[config.mk]
export PLATFORM = sky130hd
export DESIGN_NAME = audio_pingpong_ctrl
export DESIGN_NICKNAME = d
export VERILOG_FILES = /design/src/rtl/audio_pingpong_ctrl.sv
export SDC_FILE = /design/constraint.sdc
export NUM_CORES = 1
export LEC_CHECK = 0
export ABC_AREA = 1
export BUFFER_PORTS_ARGS = -buffer_cell sky130_fd_sc_hd__buf_2
export CAP_MARGIN = 20
export CORE_MARGIN = 3
export CORE_UTILIZATION = 45
export CTS_CLUSTER_DIAMETER = 30
export DETAILED_ROUTE_END_ITERATION = 10
export PLACE_DENSITY = 0.8
export REMOVE_ABC_BUFFERS = 1
export SLEW_MARGIN = 20
export SYNTH_ARGS = -nofsm -noshare
export SYNTH_HDL_FRONTEND = slang
export SYNTH_SLANG_ARGS = --single-unit
[constraint.sdc]
create_clock -name clk -period 3.4 [get_ports clk]
set_clock_uncertainty 0.2 [all_clocks]
set_input_delay 0.17 -clock clk [delete_from_list [all_inputs] [get_ports clk]]
set_output_delay 0.17 -clock clk [all_outputs]
set_load 0.02 [all_outputs]
[src/rtl/audio_pingpong_ctrl.sv]
// Ping-pong frame buffer controller: writes stereo I2S pairs into a double-banked
// single-port RAM, announces finished frames and lets the DSP read in idle slots.
module audio_pingpong_ctrl #(
  parameter int WORD_SIZE = 32,
  parameter int FRAME_LEN = 64,
  parameter int IDX_W     = $clog2(FRAME_LEN)
) (
  input  logic                 clk,
  input  logic                 rst,

  input  logic                 in_valid,
  input  logic [WORD_SIZE-1:0] in_l,
  input  logic [WORD_SIZE-1:0] in_r,

  output logic                 ram_we,
  output logic [IDX_W+1:0]     ram_addr,
  output logic [WORD_SIZE-1:0] ram_din,
  input  logic [WORD_SIZE-1:0] ram_dout,

  input  logic                 rd_req,
  input  logic                 rd_chan,
  input  logic [IDX_W-1:0]     rd_idx,
  output logic                 rd_gnt,
  output logic                 rd_valid,
  output logic [WORD_SIZE-1:0] rd_data,

  output logic                 frame_ready,
  output logic                 frame_bank,
  input  logic                 frame_done,

  input  logic                 ovr_clr,
  output logic                 sample_ovr,
  output logic                 frame_ovr
);

  localparam int AW = IDX_W + 2;

  localparam logic [1:0] S_IDLE = 2'd0;
  localparam logic [1:0] S_WR_L = 2'd1;
  localparam logic [1:0] S_WR_R = 2'd2;

  localparam logic [IDX_W-1:0] LAST_IDX = IDX_W'(FRAME_LEN - 1);

  logic [1:0]           state_q, state_d;
  logic                 wr_bank_q, wr_bank_d;
  logic [IDX_W-1:0]     wr_idx_q, wr_idx_d;
  logic [WORD_SIZE-1:0] hold_r_q;

  logic                 ram_we_q, ram_we_d;
  logic [AW-1:0]        ram_addr_q, ram_addr_d;
  logic [WORD_SIZE-1:0] ram_din_q, ram_din_d;
  logic                 rd_gnt_q, rd_gnt_d;
  logic                 rd_valid_q, rd_valid_d;
  logic                 frame_ready_q, frame_ready_d;
  logic                 frame_bank_q, frame_bank_d;
  logic                 sample_ovr_q, sample_ovr_d;
  logic                 frame_ovr_q, frame_ovr_d;

  logic                 accept;
  logic                 wr_claim;
  logic                 rd_issue;
  logic                 frame_cmpl;

  // The writer owns the next cycle's port slot when a pair is accepted now or
  // when the L write is on the port now (R follows immediately).
  assign accept     = (state_q == S_IDLE) && in_valid;
  assign wr_claim   = accept || (state_q == S_WR_L);
  assign rd_issue   = !wr_claim && rd_req && frame_ready_q;
  assign frame_cmpl = (state_q == S_WR_R) && (wr_idx_q == LAST_IDX);

  always_comb begin
    state_d       = state_q;
    wr_bank_d     = wr_bank_q;
    wr_idx_d      = wr_idx_q;
    ram_we_d      = 1'b0;
    ram_addr_d    = ram_addr_q;
    ram_din_d     = ram_din_q;
    rd_gnt_d      = 1'b0;
    rd_valid_d    = rd_gnt_q;
    frame_ready_d = frame_ready_q;
    frame_bank_d  = frame_bank_q;
    sample_ovr_d  = sample_ovr_q;
    frame_ovr_d   = frame_ovr_q;

    case (state_q)
      S_IDLE: begin
        if (in_valid) begin
          state_d    = S_WR_L;
          ram_we_d   = 1'b1;
          ram_addr_d = {wr_bank_q, 1'b0, wr_idx_q};
          ram_din_d  = in_l;
        end
      end
      S_WR_L: begin
        state_d    = S_WR_R;
        ram_we_d   = 1'b1;
        ram_addr_d = {wr_bank_q, 1'b1, wr_idx_q};
        ram_din_d  = hold_r_q;
      end
      S_WR_R: begin
        state_d  = S_IDLE;
        // FRAME_LEN is a power of two, so the index wraps to 0 on its own.
        wr_idx_d = wr_idx_q + 1'b1;
        if (frame_cmpl) begin
          wr_bank_d = ~wr_bank_q;
        end
      end
      default: begin
        state_d = S_IDLE;
      end
    endcase

    if (rd_issue) begin
      rd_gnt_d   = 1'b1;
      ram_addr_d = {frame_bank_q, rd_chan, rd_idx};
    end

    // Audio never stalls: a new frame always becomes the ready one.
    if (frame_cmpl) begin
      frame_ready_d = 1'b1;
      frame_bank_d  = wr_bank_q;
    end else if (frame_done && frame_ready_q) begin
      frame_ready_d = 1'b0;
    end

    if (ovr_clr) begin
      sample_ovr_d = 1'b0;
      frame_ovr_d  = 1'b0;
    end
    if (in_valid && (state_q != S_IDLE)) begin
      sample_ovr_d = 1'b1;
    end
    if (frame_cmpl && frame_ready_q && !frame_done) begin
      frame_ovr_d = 1'b1;
    end
  end

  always_ff @(posedge clk) begin
    if (rst) begin
      state_q       <= S_IDLE;
      wr_bank_q     <= 1'b0;
      wr_idx_q      <= '0;
      ram_we_q      <= 1'b0;
      ram_addr_q    <= '0;
      ram_din_q     <= '0;
      rd_gnt_q      <= 1'b0;
      rd_valid_q    <= 1'b0;
      frame_ready_q <= 1'b0;
      frame_bank_q  <= 1'b0;
      sample_ovr_q  <= 1'b0;
      frame_ovr_q   <= 1'b0;
    end else begin
      state_q       <= state_d;
      wr_bank_q     <= wr_bank_d;
      wr_idx_q      <= wr_idx_d;
      ram_we_q      <= ram_we_d;
      ram_addr_q    <= ram_addr_d;
      ram_din_q     <= ram_din_d;
      rd_gnt_q      <= rd_gnt_d;
      rd_valid_q    <= rd_valid_d;
      frame_ready_q <= frame_ready_d;
      frame_bank_q  <= frame_bank_d;
      sample_ovr_q  <= sample_ovr_d;
      frame_ovr_q   <= frame_ovr_d;
    end
  end

  // R sample waits here while L occupies the port.
  always_ff @(posedge clk) begin
    if (accept) begin
      hold_r_q <= in_r;
    end
  end

  assign ram_we      = ram_we_q;
  assign ram_addr    = ram_addr_q;
  assign ram_din     = ram_din_q;
  assign rd_gnt      = rd_gnt_q;
  assign rd_valid    = rd_valid_q;
  // RAM output register is the final flop on the read path; gate keeps rd_data 0 between returns.
  assign rd_data     = rd_valid_q ? ram_dout : '0;
  assign frame_ready = frame_ready_q;
  assign frame_bank  = frame_bank_q;
  assign sample_ovr  = sample_ovr_q;
  assign frame_ovr   = frame_ovr_q;

endmodule
* After elaboration in Yosys (flattened, before gate mapping)
Index checks and enable logic that the tools add are counted.
** Storage, ports and cells
- Register bits :: 88
- Logic and storage cells :: 57
** Cells by class
- Add/sub/neg operators :: 1
- Bitwise gates (word level) :: 1
- Reductions and logical operators :: 21
- Multiplexer cells :: 16
- Equality and inequality tests :: 5
** Operators with widths (number)
- 32-bit two-way mux :: 2
- 32-bit case mux with 2 select lines :: 1
- 8-bit two-way mux :: 2
- 8-bit case mux with 2 select lines :: 1
- 2-bit nonzero test :: 5
- 1-bit logical AND :: 8
- 1-bit two-way mux :: 7
- 6-bit by 1-bit adder with 6-bit output (second input constant) :: 1
- 6-bit == test (second input constant) :: 1
- 2-bit AND reduction :: 3
- 2-bit case mux with 2 select lines :: 1
- 3-bit != test (second input constant) :: 1
- 3-bit nonzero test :: 1
- 2-bit by 1-bit == test with 1-bit output (second input constant) :: 1
- 2-bit == test (second input constant) :: 1
- 1-bit zero test :: 2
- 2-bit zero test :: 1
- 2-bit two-way mux :: 1
- 2-bit != test (second input constant) :: 1
- 1-bit case mux with 2 select lines :: 1
- 1-bit logical OR :: 1
- 1-bit inverter :: 1

* Longest topological paths before layout
- Depth in word-level cells :: 8
- Depth in mapped cells :: 8
- Mapped depth without buffers :: 7

* Worst setup path after synthesis
No wires, ideal clock.
- Path type :: flip-flop to flip-flop
- Start :: register state_q[0]
- End :: register hold_r_q[0] (enable)
- Stages on the path, launching flop included :: 4
- Setup slack :: 0.871 ns
- Data required time :: 2.779 ns
- Period minus slack after synthesis :: 2.529 ns
- Arrival time :: 1.908 ns
- Buffers on the path :: 0
- Cells stage by stage :: dfxtp_1 > inv_2 > nand2_1 > nor2_1
** On the way
- Word-level cells in the longest chain between the ends :: 2
** Ends and longest elaborated chain
- start: declaration :: RTL line 44 : logic [1:0] state_q, state_d;
- start signal: assignment :: RTL line 153 : state_q <= state_d;
- 2-bit zero test :: RTL line 66 : assign accept = (state_q == S_IDLE) && in_valid;
- 1-bit logical AND :: RTL line 66
- named net accept :: RTL line 59 : logic accept;
- end signal: assignment :: RTL line 171 : hold_r_q <= in_r;
- end: declaration :: RTL line 47 : logic [WORD_SIZE-1:0] hold_r_q;
The timed path passes the listed nets, and every way through them passes these cells.
A chain may end at the register's enable or synchronous reset.

* Worst setup path in the final report
- Start :: register state_q[0]
- End :: register frame_ovr_q, in the netlist frame_ovr
** On the way
- Word-level cells in the longest chain between the ends :: 5
- Elaborated cells between the ends (all ways) :: 6
- Those cells by class :: eq/ne (1); mux (1); reduce/logical (4)
** Ends and longest elaborated chain
- 2-bit == test (*) :: RTL line 69 : assign frame_cmpl = (state_q == S_WR_R) && (wr_idx_q == LAST_IDX);
- 1-bit logical AND (*) :: RTL line 69
- 1-bit logical AND (*) (2 in series) :: RTL line 133 : if (frame_cmpl && frame_ready_q && !frame_done) begin
- 1-bit two-way mux / 2-bit nonzero test (equally long branches)
- end signal: assignment :: RTL line 164 : frame_ovr_q <= frame_ovr_d;
- end: declaration :: RTL line 57 : logic frame_ovr_q, frame_ovr_d;
Mark *: on every way between the ends. The rest lies on a longest branch, timed or not.

==> results.toml <==
[pwr]
power.switching_mw = 0.611
p_per_area_nw_per_um2 = 421
switching_share_pct = 26.7
p_leak_nw = 2.80
p_int_mw = 1.68
p_clk_share_pct = 31.3
vdd_drop_max_mv = 0.378
combPwrFrac_pct = 16.3
seq_power_share_pct = 52.4

[global_routing]
grt_first_pass_wirelength_mm = 17.5
grt_max_degree = 73
antenna_found_initial = 0
grt_usage_pct = 25.4
overflow = 0
grt_pass1_vias = 3761

[floorplan]
rows = 31
io_pins = 188
dieArea_um2 = 8900
die_y_um = 94.3
initial_core_util_pct = 47.4
coreArea_um2 = 7410
die_w_um = 94.3

[sta]
slew_headroom_pct = 37.0
maxSlewViolCount = 0
tightest_slew_ns = 0.943
rsz0062_at_grt = "no"
hold_violations = 0
fin_crit_sh_pct = 70.3
setup-tns-final_ns = 0
whs_ns = 0.118
period_minus_slack_ns = 2.39
final-setup-viol-count = 0
timing.fmax_ghz = 0.419

[synthesis]
synth_area_leaders = "dfxtp_1, edfxtp_1, nand2_1"
yosysWarnings = 0
yosysTopAreaCellShare_pct = 31.9
netlist_instances = 387
ys_seq_area_share_pct = 59.3
synth-edff-count = 32
synth_most_common_cell = "nand2_1"
synth_flop_cell = "dfxtp_1"
synth-seq-cells = 88
synth_common_cells = "nand2_1, dfxtp_1, inv_1, a21oi_1"
async_flop_share_pct = 0
syn_avg_cell_area_um2 = 9.07
netlist_area_um2 = 3510
yosysUniqueCellTypes = 25
synth_top_area_cell = "dfxtp_1"

[setup_path]
path_depth = 6
start_kind = "flip-flop"
r2r_cells = 6
critPathTopFamily = "buffers and inverters"
cp_num_buf_inv = 2
worstSetupStartpoint = "state_q[0]$_SDFFE_PP0P_"
max_stage_delay_ns = 0.55
critPathKind = "flip-flop to flip-flop"
arrival_ns = 2.48
crit_fanout = 35
required_ns = 3.49
endpoint_kind = "flip-flop"
r2r_start = "state_q[0]$_SDFFE_PP0P_"
crit_chain = "inv_2 > nand3_1 > nor2_1 > nand4_1 > a21oi_1 > dlygate4sd3_1"
crit_path_top_delay_cell = "dlygate4sd3_1"

[status]
outcome = "completed"

[drt]
firstDrtPassIters = 4
num_vias = 3791
drc = 0
dr.first_iter.drc_count = 154
routed_wl_mm = 11.3
wl_per_cell_um = 15.1
vias_per_cell = 5.07
ant_nets = 0

[layout]
fin_nets = 753
diodes = 0
syn2layout_area_growth_pct = 54.6
layout-drive-gt1-share_pct = 32.7

[clocking]
clock_path_buffers = 2
htree_num_levels = 3
clkLatencyLatePin_ns = 0.34
cts_made_buffers = 9
ctsRootBufferMaster = "clkbuf_8"
cts_tree = "yes"
ctsResizeCount = 0
path_clk_slew_ns = 0.09
clock_sinks = 88

[place]
hpwlAfterDp_mm = 6.87
place.port_buffers = 187
gp_congestion = 0.882

[min_path]
worstHoldStart = "rd_req"
hold_path.class = "input pin to flip-flop"
hold_depth = 6

[job]
cap_violations = 0
-- power groups by stage --
stage | clock network (mW) | logic, mW | registers, mW
final | 0.716 | 0.373 | 1.20
after global routing | 0.781 | 0.405 | 1.21
after CTS | 0.722 | 0.362 | 1.19
after detailed placement | 0 | 0.293 | 1.22
after global placement | 0 | 0.288 | 1.21
after floorplan | 0 | 0.101 | 1.26
-- placed cells by master, fill, tap and decap left out, types with 4 or more instances in the layout --
cell and n:
edfxtp_1 32, nand3_1 20, a21oi_1 38, dlygate4sd3_1 78, nand2_1 73, dfxtp_1 56
o21ai_1 10, buf_2 187, o22ai_1 32, o21ai_0 24, nand4_1 4, clkbuf_8 9
inv_1 48, nor2_1 13
-- worst paths after layout --
kind,endpoint,slack (ns)
hold / removal,ram_addr[5]$_SDFFE_PP0P_,0.12
setup reg to reg,frame_ovr$_SDFFE_PP0P_,1.01
hold reg to reg,rd_valid$_SDFF_PP0_,0.23
setup / recovery,frame_ovr$_SDFFE_PP0P_,1.01
-- layout make-up --
cell class	count	area, um^2
sequential	88	2080
fill	499	1980
timing repair buffer	267	1730
multi-input combinational	224	1090
inverter	53	201
clock buffer	10	128
tap	99	124
clock inverter	6	68.8
-- flip-flops by register name (all words and copies together) (netlist names), 2 cells and up --
register  cells
hold_r_q     32
ram_din      32
wr_idx_q      6
ram_addr      8
state_q       2
-- layer usage --
layer	up-vias	track usage [%]	part of all wire, %
met5	-	0	0
met4	0	11.4	2.9
met3	38	8.76	11
met2	256	44.2	49
met1	1685	28.0	37
li1	1812	-	-
-- cells by family (layout without fill, tap and decap cells) --
logic type	after synthesis	count (layout)	synth area share, %
AOI/OAI and AO/OA	107	107	16.9
and+or+nand+nor	115	115	13.6
xor gates and xnor gates	1	1	0.250
DFF	88	88	59.3
adders and majority gates	1	1	0.356
buffers and inverters	75	336	9.62
-- worst register-to-register path: cells and delay by family (launching register included) --
kind	cells	cell delay, ns
AO/OA/AOI/OAI	1	0.14
buffers and inverters	2	1.04
AND/OR/NAND/NOR	3	0.58
flip-flops	1	0.38
-- through the flow --
step	total power, mW	utilization, %	setup slack, ns	cells	instance area [um^2]
3_5_place_dp	1.51	60.1	1.30	653	4450
4_1_cts	2.28	73.3	1.05	747	5430
3_3_place_gp	1.50	60.1	1.30	653	4450
6_report	2.29	73.3	1.01	747	5430
5_1_grt	2.39	73.3	0.820	747	5430
2_1_floorplan	1.36	-	0.593	365	3370
-- what timing repair did --
action | CTS | global route
hold endpoints to repair | 79 | 0
hold buffers | 78 | 0
buffers inserted | 0 | 0
Power figures use the tool's default switching activity.
